<file path="src/rtl/vga_timing_gen_pkg.sv">
`default_nettype none
// ============================================================================
// vga_timing_gen_pkg : shared VGA raster defaults and axis state encoding
// Revision 1.0
// ============================================================================
package vga_timing_gen_pkg;

  localparam int POS_W       = 10;
  localparam int RES_H       = 640;
  localparam int RES_V       = 480;
  localparam int H_FRONT_DEF = 16;
  localparam int H_SYNC_DEF  = 96;
  localparam int H_BACK_DEF  = 48;
  localparam int V_FRONT_DEF = 10;
  localparam int V_SYNC_DEF  = 2;
  localparam int V_BACK_DEF  = 33;

  typedef enum logic [1:0] {
    AX_ACT = 2'd0,
    AX_FP  = 2'd1,
    AX_SYN = 2'd2,
    AX_BP  = 2'd3
  } axis_state_e;

endpackage
`default_nettype wire

</file>
<file path="src/rtl/vga_timing_gen_axis.sv">
`default_nettype none
// ============================================================================
// vga_axis_counter : one raster axis (active/front/sync/back) position counter
// Revision 1.0
// ============================================================================
module vga_axis_counter
  import vga_timing_gen_pkg::*;
#(
  parameter int ACTIVE   = RES_H,
  parameter int FRONT    = H_FRONT_DEF,
  parameter int SYNC     = H_SYNC_DEF,
  parameter int BACK     = H_BACK_DEF,
  parameter bit SYNC_POL = 1'b0
) (
  input  logic             clk,
  input  logic             rst,
  input  logic             step,
  output logic [POS_W-1:0] count,
  output logic             sync,
  output logic             active,
  output logic             wrap
);

  localparam logic [POS_W-1:0] ACT_LAST = POS_W'(ACTIVE - 1);
  localparam logic [POS_W-1:0] FP_LAST  = POS_W'(ACTIVE + FRONT - 1);
  localparam logic [POS_W-1:0] SYN_LAST = POS_W'(ACTIVE + FRONT + SYNC - 1);
  localparam logic [POS_W-1:0] TOT_LAST = POS_W'(ACTIVE + FRONT + SYNC + BACK - 1);

  axis_state_e      state_q, state_d;
  logic [POS_W-1:0] count_q, count_d;
  logic             sync_q, sync_d;

  // Reset parks at the last back-porch position so the first step wraps to 0.
  always_ff @(posedge clk) begin
    if (!rst) begin
      state_q <= AX_BP;
      count_q <= TOT_LAST;
      sync_q  <= ~SYNC_POL;
    end else begin
      state_q <= state_d;
      count_q <= count_d;
      sync_q  <= sync_d;
    end
  end

  always_comb begin
    state_d = state_q;
    count_d = count_q;
    sync_d  = sync_q;
    if (step) begin
      count_d = wrap ? '0 : count_q + 1'b1;
      case (state_q)
        AX_ACT:  if (count_q == ACT_LAST) state_d = AX_FP;
        AX_FP:   if (count_q == FP_LAST)  state_d = AX_SYN;
        AX_SYN:  if (count_q == SYN_LAST) state_d = AX_BP;
        AX_BP:   if (wrap)                state_d = AX_ACT;
        default:                          state_d = AX_BP;
      endcase
      sync_d = (state_d == AX_SYN) ? SYNC_POL : ~SYNC_POL;
    end
  end

  assign wrap   = (count_q == TOT_LAST);
  assign count  = count_q;
  assign sync   = sync_q;
  assign active = (state_q == AX_ACT);

endmodule
`default_nettype wire

</file>
<file path="src/rtl/vga_timing_gen.sv">
`default_nettype none
// ============================================================================
// vga_timing_gen : VGA sync/position generator with per-frame sprite start
// Revision 1.0
// ============================================================================
module vga_timing_gen
  import vga_timing_gen_pkg::*;
#(
  parameter int CLK_DIV  = 4,
  parameter int H_ACTIVE = RES_H,
  parameter int H_FRONT  = H_FRONT_DEF,
  parameter int H_SYNC   = H_SYNC_DEF,
  parameter int H_BACK   = H_BACK_DEF,
  parameter int V_ACTIVE = RES_V,
  parameter int V_FRONT  = V_FRONT_DEF,
  parameter int V_SYNC   = V_SYNC_DEF,
  parameter int V_BACK   = V_BACK_DEF,
  parameter bit SYNC_POL = 1'b0
) (
  input  logic             clk,
  input  logic             rst,
  input  logic [POS_W-1:0] spr_y,
  output logic             pix_tick,
  output logic [POS_W-1:0] pixel_x,
  output logic [POS_W-1:0] pixel_y,
  output logic             hsync,
  output logic             vsync,
  output logic             video_on,
  output logic             frame_start,
  output logic             spr_start
);

  localparam int               DIV_W      = (CLK_DIV > 1) ? $clog2(CLK_DIV) : 1;
  localparam logic [DIV_W-1:0] DIV_LAST   = DIV_W'(CLK_DIV - 1);
  localparam logic [POS_W-1:0] H_ACT_LAST = POS_W'(H_ACTIVE - 1);
  localparam logic [POS_W-1:0] H_SYN_PRE  = POS_W'(H_ACTIVE + H_FRONT - 1);
  localparam logic [POS_W-1:0] V_ACT_LAST = POS_W'(V_ACTIVE - 1);
  localparam logic [POS_W-1:0] V_ACT_N    = POS_W'(V_ACTIVE);
  localparam logic [POS_W-1:0] V_LAST     = POS_W'(V_ACTIVE + V_FRONT + V_SYNC + V_BACK - 1);

  logic [DIV_W-1:0] div_q, div_d;
  logic             pix_tick_q, pix_tick_d;
  logic             video_on_q, video_on_d;
  logic             frame_start_q, frame_start_d;
  logic             spr_start_q, spr_start_d;
  logic [POS_W-1:0] spr_y_q, spr_y_d;
  logic [POS_W-1:0] h_count, v_count, spr_line;
  logic             h_active, h_wrap, v_active, v_wrap, v_step;

  assign v_step = pix_tick_q & h_wrap;

  vga_axis_counter #(
    .ACTIVE(H_ACTIVE), .FRONT(H_FRONT), .SYNC(H_SYNC), .BACK(H_BACK), .SYNC_POL(SYNC_POL)
  ) u_h_axis (
    .clk(clk), .rst(rst), .step(pix_tick_q),
    .count(h_count), .sync(hsync), .active(h_active), .wrap(h_wrap)
  );

  vga_axis_counter #(
    .ACTIVE(V_ACTIVE), .FRONT(V_FRONT), .SYNC(V_SYNC), .BACK(V_BACK), .SYNC_POL(SYNC_POL)
  ) u_v_axis (
    .clk(clk), .rst(rst), .step(v_step),
    .count(v_count), .sync(vsync), .active(v_active), .wrap(v_wrap)
  );

  always_ff @(posedge clk) begin
    if (!rst) begin
      div_q         <= '0;
      pix_tick_q    <= 1'b0;
      video_on_q    <= 1'b0;
      frame_start_q <= 1'b0;
      spr_start_q   <= 1'b0;
      spr_y_q       <= V_ACT_N;
    end else begin
      div_q         <= div_d;
      pix_tick_q    <= pix_tick_d;
      video_on_q    <= video_on_d;
      frame_start_q <= frame_start_d;
      spr_start_q   <= spr_start_d;
      spr_y_q       <= spr_y_d;
    end
  end

  // video_on is computed one step ahead so it lands on the same edge as the position.
  always_comb begin
    div_d         = (div_q == DIV_LAST) ? '0 : div_q + 1'b1;
    pix_tick_d    = (div_q == DIV_LAST);
    video_on_d    = video_on_q;
    frame_start_d = 1'b0;
    spr_start_d   = 1'b0;
    spr_y_d       = spr_y_q;
    spr_line      = (spr_y_q == '0) ? V_LAST : spr_y_q - 1'b1;
    if (pix_tick_q) begin
      video_on_d = (h_wrap | (h_active & (h_count != H_ACT_LAST))) &
                   (h_wrap ? (v_wrap | (v_active & (v_count != V_ACT_LAST))) : v_active);
      if (h_wrap && v_wrap) begin
        frame_start_d = 1'b1;
        spr_y_d       = spr_y;
      end
      if ((h_count == H_SYN_PRE) && (v_count == spr_line) && (spr_y_q < V_ACT_N)) begin
        spr_start_d = 1'b1;
      end
    end
  end

  assign pix_tick    = pix_tick_q;
  assign pixel_x     = h_count;
  assign pixel_y     = v_count;
  assign video_on    = video_on_q;
  assign frame_start = frame_start_q;
  assign spr_start   = spr_start_q;

endmodule
`default_nettype wire

</file>
<file path="config.mk">
export PLATFORM = sky130hd
export DESIGN_NAME = vga_timing_gen
export DESIGN_NICKNAME = d
export VERILOG_FILES = /design/src/rtl/vga_timing_gen_pkg.sv /design/src/rtl/vga_timing_gen_axis.sv /design/src/rtl/vga_timing_gen.sv
export SDC_FILE = /design/constraint.sdc
export NUM_CORES = 1
export LEC_CHECK = 0
export ABC_AREA = 1
export ABC_CLOCK_PERIOD_IN_PS = 1600
export CORE_MARGIN = 5
export CORE_UTILIZATION = 48
export DETAILED_ROUTE_END_ITERATION = 8
export PLACE_DENSITY = 0.73
export SLEW_MARGIN = 25
export SYNTH_ARGS = -nofsm -noshare
export SYNTH_HDL_FRONTEND = slang
export SYNTH_SLANG_ARGS = --single-unit
</file>
<file path="constraint.sdc">
create_clock -name clk -period 1.6 [get_ports clk]
set_input_delay 0.16 -clock clk [delete_from_list [all_inputs] [get_ports clk]]
set_output_delay 0.16 -clock clk [all_outputs]
set_load 0.1 [all_outputs]
</file>
==> Yosys cells after proc, flatten, opt, wreduce, memory -nomap -nowiden <==
Cells that the tools add are included.
{ "totals": {"ff_bits": 42, "input_bits": 12, "output_inout_bits": 26, "wordCells": 73} }
{ "op_classes": {"add_sub_neg": 4, "n_lt_le_gt_ge": 1, "n_eq_ne": 20, "n_mux": 20, "bitwise_logic": 7, "reduce_logical": 9} }
{ "ops": {"columns": ["operator", "n"], "rows": [
  ["10-bit == test, second input constant", 5],
  ["10-bit by 9-bit == test with 1-bit output, second input constant", 3],
  ["10-bit 2-to-1 mux", 3],
  ["10-bit by 1-bit adder with 10-bit output, second input constant", 2],
  ["2-bit 2-to-1 mux", 10],
  ["2-bit one-hot mux with 4 select lines", 2],
  ["2-bit == test, second input constant", 7],
  ["10-bit == test", 1],
  ["10-bit logical NOT", 1],
  ["10-bit by 9-bit less-than comparator with 1-bit output, second input constant", 1],
  ["10-bit inequality test, second input constant", 1],
  ["10-bit by 9-bit inequality test with 1-bit output, second input constant", 1],
  ["10-bit by 1-bit subtractor with 10-bit output, second input constant", 1],
  ["1-bit 2-to-1 mux", 5],
  ["1-bit AND", 4],
  ["2-bit by 1-bit == test with 1-bit output, second input constant", 2],
  ["2-bit logical NOT", 2],
  ["2-bit AND reduction", 2],
  ["1-bit logical AND", 3],
  ["2-bit by 1-bit adder with 2-bit output, second input constant", 1],
  ["1-bit bitwise OR", 2],
  ["2-bit OR reduction", 1],
  ["1-bit inverter", 1]
]} }

==> Longest topological paths before layout <==
{ "depth": {"depth_word": 6, "mapped_depth": 13, "mapped_depth_nobuf": 13} }

==> Cells and area by module <==
Synthesis repeated with hierarchy kept, for this count alone.
{ "hier_totals": {"cells_unflattened": 413, "hier_area_um2": 2623.8} }
{ "by_module_without_submodules": {"columns": ["module", "n_inst", "cells_per_inst", "area_per_inst_um2", "seq_area_each_um2"], "rows": [
  ["vga_timing_gen", 1, 186, 1104.8, 320.3],
  ["vga_axis_counter at u_v_axis", 1, 112, 769.5, 260.2],
  ["vga_axis_counter at u_h_axis", 1, 115, 749.5, 260.2]
]} }

==> Worst setup path before layout <==
Ideal clock, no wire load.
{ "synth_timing": {"kind": "reg2reg", "start": "register u_v_axis.count_q[0], in the netlist u_v_axis.count[0]", "end": "register u_v_axis.count_q[8], in the netlist u_v_axis.count[8]", "setup_ps": 79, "arrival_ps": 2347, "required_time_ps": 1521, "slack_ps": -827, "path_stages_with_launch": 11, "n_path_buf": 1, "synth_period_minus_slack_ps": 2427, "path_cell_list": "dfxtp_1 > inv_1 > ha_1 > inv_1 > nor3_1 > nand4_1 > nor2_1 > nand2_1 > nand2_2 > buf_6 > nor3_1"} }
{ "synth_between": {"elab_chain_len": 2, "word_cells_on_any_way": 3, "classes_between": "1 x add/sub; 1 x eq/ne; 1 x mux"} }
{ "synth_lines": {"columns": ["element", "line_no", "rtl"], "rows": [
  ["start, declared", "vga_timing_gen_axis.sv:30", "logic [POS_W-1:0] count_q, count_d;"],
  ["start signal, assigned", "vga_timing_gen_axis.sv:41", "count_q <= count_d;"],
  ["10-bit by 1-bit adder with 10-bit output or 10-bit == test (tied branches)", "vga_timing_gen_axis.sv:51, vga_timing_gen_axis.sv:63", null],
  ["10-bit 2-to-1 mux *", "vga_timing_gen_axis.sv:51", "count_d = wrap ? '0 : count_q + 1'b1;"]
]} }
Mark *: on every way between the ends. The rest lies on a longest branch, timed or not.
A chain may end at the register's enable or synchronous reset.

==> Worst setup path after layout <==
{ "layout_timing": {"start": "register u_h_axis.count_q[1], in the netlist u_h_axis.count[1]", "end": "register u_v_axis.count_q[2], in the netlist u_v_axis.count[2]"} }
{ "layout_between": {"elab_chain_len": 2} }
{ "layout_lines": {"columns": ["element", "line_no", "rtl"], "rows": [
  ["start, declared", "vga_timing_gen_axis.sv:30", null],
  ["start signal, assigned", "vga_timing_gen_axis.sv:41", null],
  ["10-bit == test", "vga_timing_gen_axis.sv:63", "assign wrap = (count_q == TOT_LAST);"],
  ["1-bit AND", "vga_timing_gen.sv:50", "assign v_step = pix_tick_q & h_wrap;"]
]} }
Every way passes these cells.

==> results_dict.tcl <==
set metrics [dict create \
    status "finished, violations left" \
    violations "setup timing" \
    power.internal_mw 1.80 \
    synth_seq_cells 42 \
    diodes 0 \
    hold_violations 0 \
    yosysSeqAreaShare 0.345 \
    clock-sinks 42 \
    hold_class "primary input to flip-flop" \
    fp-row-count 26 \
    initial_core_util 0.486 \
    yosysMostFrequentCell "nand2_1" \
    die_w_um 81.2 \
    period_share 1.04 \
    synth.top_cell.area_share 0.345 \
    grt_usage 0.244 \
    dpl_worst_slack_ps -54.0 \
    p_sw_frac 0.318 \
    finalInstanceArea_sq_um 3840 \
    startpoint_type "flip-flop" \
    p_seq_frac 0.417 \
    slew_viol_final 0 \
    grt_pass1_wl_mm 12.4 \
    dieArea_sq_um 6600 \
    wl_per_cell_um 14.9 \
    h-tree-depth 2 \
    worstPathArrival_ps 1850 \
    cp_max_fo 4 \
    drc 0 \
    numCtsBuffers 5 \
    rsz0062_at_grt "yes" \
    clock_skew_ps 5.71 \
    hpwlAfterDp_mm 5.64 \
    ant_nets 0 \
    synth_area_sq_um 2430 \
    fin_crit_ps 1660 \
    drt_wl_total_mm 7.77 \
    die_y_um 81.2 \
    seq_area_sq_um 916 \
    first_global_vias 2578 \
    path_clk_slew_ps 80 \
    drtPass1Iterations 5 \
    insertion_delay_ps 300 \
    synthFlopType "dfxtp_1" \
    dr_total_vias 2834 \
    tritoncts "done" \
    ir_worst_vdd_mv 0.604 \
    cap_violations 0 \
    finalPower_mw 2.63 \
    end_kind "flip-flop" \
    fmax_mhz 602 \
    async_reset_ff_frac 0 \
    gr-total-overflow 0 \
    antenna_found_initial 0 \
    io-pin-count 38 \
    setup_slack_ps -61.7 \
    path_class "flip-flop to flip-flop" \
    p_sw_mw 0.837 \
    synth.avg_cell_area_sq_um 6.48 \
    path_cells "ha_4, nand2_4, nor2_4, nand4_1, nor2_2, nand2_2, buf_4, o211ai_1, nand2_1" \
    yosys-top-cells-count "nand2_1 (86), inv_1 (49), dfxtp_1 (42), nand3_1 (40), nor2_1 (38)" \
    area_growth_pct 57.7 \
    postSynthCellCount 376 \
    layout-drive-gt1-share 0.339 \
    vias_per_cell 5.44 \
    nFillCells 383 \
    crit_required_ps 1790 \
    drt_iter0_markers 347 \
    p_leak_nw 1.72 \
    finalSetupViolations 17 \
    io_buffer_count 37 \
    max_slew_margin 0.805 \
    cts_buffer_depth 2 \
    critPathSlowestCell "dfxtp_4" \
    max_stage_delay_ps 370 \
    synth_edf_count 0 \
    synth.distinct_cells 31 \
    multi_input_area_sq_um 1590 \
    worst_slew_pin_slew_ps 292 \
    ys_top_cells_by_area "dfxtp_1 (35%), nand2_1 (13%), nand3_1 (8.2%)" \
    syn-num-nets 394 \
    place_area_sq_um 3500 \
    gp_congestion 0.924 \
    ctsHoldBuffers 0 \
    cts-root-buf "clkbuf_8" \
    grt_max_degree 14 \
    cellPowerDensity_nw_per_um2 686 \
    core-area_sq_um 5010 \
    synth_top_area_cell "dfxtp_1" \
    nNetsFinal 468 \
    power_frac_comb 0.262 \
    yosysWarnings 0 \
    clock_power_share 0.321 \
]
[layout make-up]
| class | instances | share of cell area |
|---|---|---|
| Sequential cell | 42 | 0.239 |
| Tap cell | 70 | 0.0228 |
| Timing Repair Buffer | 74 | 0.241 |
| Clock buffer | 6 | 0.0189 |
| Multi-Input combinational cell | 273 | 0.414 |
| Clock inverter | 2 | 0.00978 |
| Inverter | 54 | 0.0548 |
[power groups by stage]
stage | sequential, mW | clock (mW) | combinational (mW)
6_report | 1.10 | 0.847 | 0.690
5_1_grt | 1.10 | 0.903 | 0.738
4_1_cts | 1.10 | 0.862 | 0.618
3_5_place_dp | 1.12 | 0 | 0.603
3_3_place_gp | 1.12 | 0 | 0.595
2_1_floorplan | 1.24 | 0 | 0.243
[kinds of logic after synthesis]
| logic type | share of synthesized area |
|---|---|
| xor gates and xnor gates | 0.0144 |
| DFF | 0.345 |
| buffers and inverters | 0.105 |
| adders and majority gates | 0.0308 |
| and+or+nand+nor | 0.398 |
| AOI/OAI and AO/OA | 0.106 |
[layout by cell type, fill, tap and decap left out, types with 5 or more instances in the layout]
master | Yosys | final
nand4_1 | 13 | 13
nor2_1 | 38 | 29
a21oi_2 | 0 | 7
inv_1 | 49 | 44
buf_4 | 1 | 35
dfxtp_1 | 42 | 20
nand3_1 | 40 | 37
nand2_4 | 0 | 5
nand2_1 | 86 | 80
clkdlybuf4s50_1 | 0 | 11
clkbuf_8 | 0 | 5
buf_12 | 0 | 27
o21ai_0 | 14 | 9
nor2_2 | 5 | 8
dfxtp_4 | 0 | 19
inv_2 | 5 | 7
a21oi_1 | 17 | 10
nor3_1 | 23 | 19
o21ai_1 | 5 | 6
nor2_4 | 0 | 6
[sequential cells by signal, summed over array words and instances (netlist names)]
signal	flops
pix_tick	1
spr_y_q	10
u_h_axis.sync	1
u_v_axis.sync	1
u_v_axis.count	10
u_h_axis.state_q	2
u_v_axis.state_q	2
u_h_axis.count	10
video_on	1
frame_start	1
spr_start	1
div_q	2
[critical path, delay by kind of cell (launching register included)]
| kind | cells | cell delay (ps) |
|---|---|---|
| AO/OA/AOI/OAI | 1 | 90 |
| adder cells (fa/ha/maj) | 1 | 140 |
| buffers and inverters | 1 | 150 |
| flip-flops | 1 | 370 |
| AND/OR/NAND/NOR | 6 | 820 |
[metrics by stage]
stage | cells | hold slack [ps] | setup TNS (ps) | util
4_1_cts | 520 | 401 | -144 | 0.729
5_1_grt | 521 | 414 | -2850 | 0.766
3_5_place_dp | 510 | 425 | -511 | 0.698
2_1_floorplan | 376 | 279 | -1610 | -
6_report | 521 | 404 | -641 | 0.766
3_3_place_gp | 510 | 416 | -141 | 0.698
[routing by layer]
metal / global-route usage / wire, um
met5: 0 / 0
met4: 0.0743 / 155
met3: 0.0410 / 594
met2: 0.364 / 3640
met1: 0.356 / 3380
[final timing paths]
check,startpoint,to,slack [ps],cells after the start
worst min-delay path,spr_y[9],spr_y_q[9]$_SDFFE_PN0P_,400,3
worst min register to register,div_q[0]$_SDFF_PP0_,div_q[0]$_SDFF_PP0_,430,1
worst max-delay path,u_h_axis.count[1]$_SDFFE_PN1P_,u_v_axis.count[2]$_SDFFE_PN1P_,-60,9
worst max register to register,u_h_axis.count[1]$_SDFFE_PN1P_,u_v_axis.count[2]$_SDFFE_PN1P_,-60,9
[timing repair]
| item | in CTS | in global routing |
|---|---|---|
| endpoints found under the setup margin | 23 | 25 |
| pin swaps | 6 | 14 |
| resized for setup | 9 | 48 |
| gates cloned | 1 | 0 |
| setup buffers | 1 | 1 |
(Power assumes the default switching activity.)
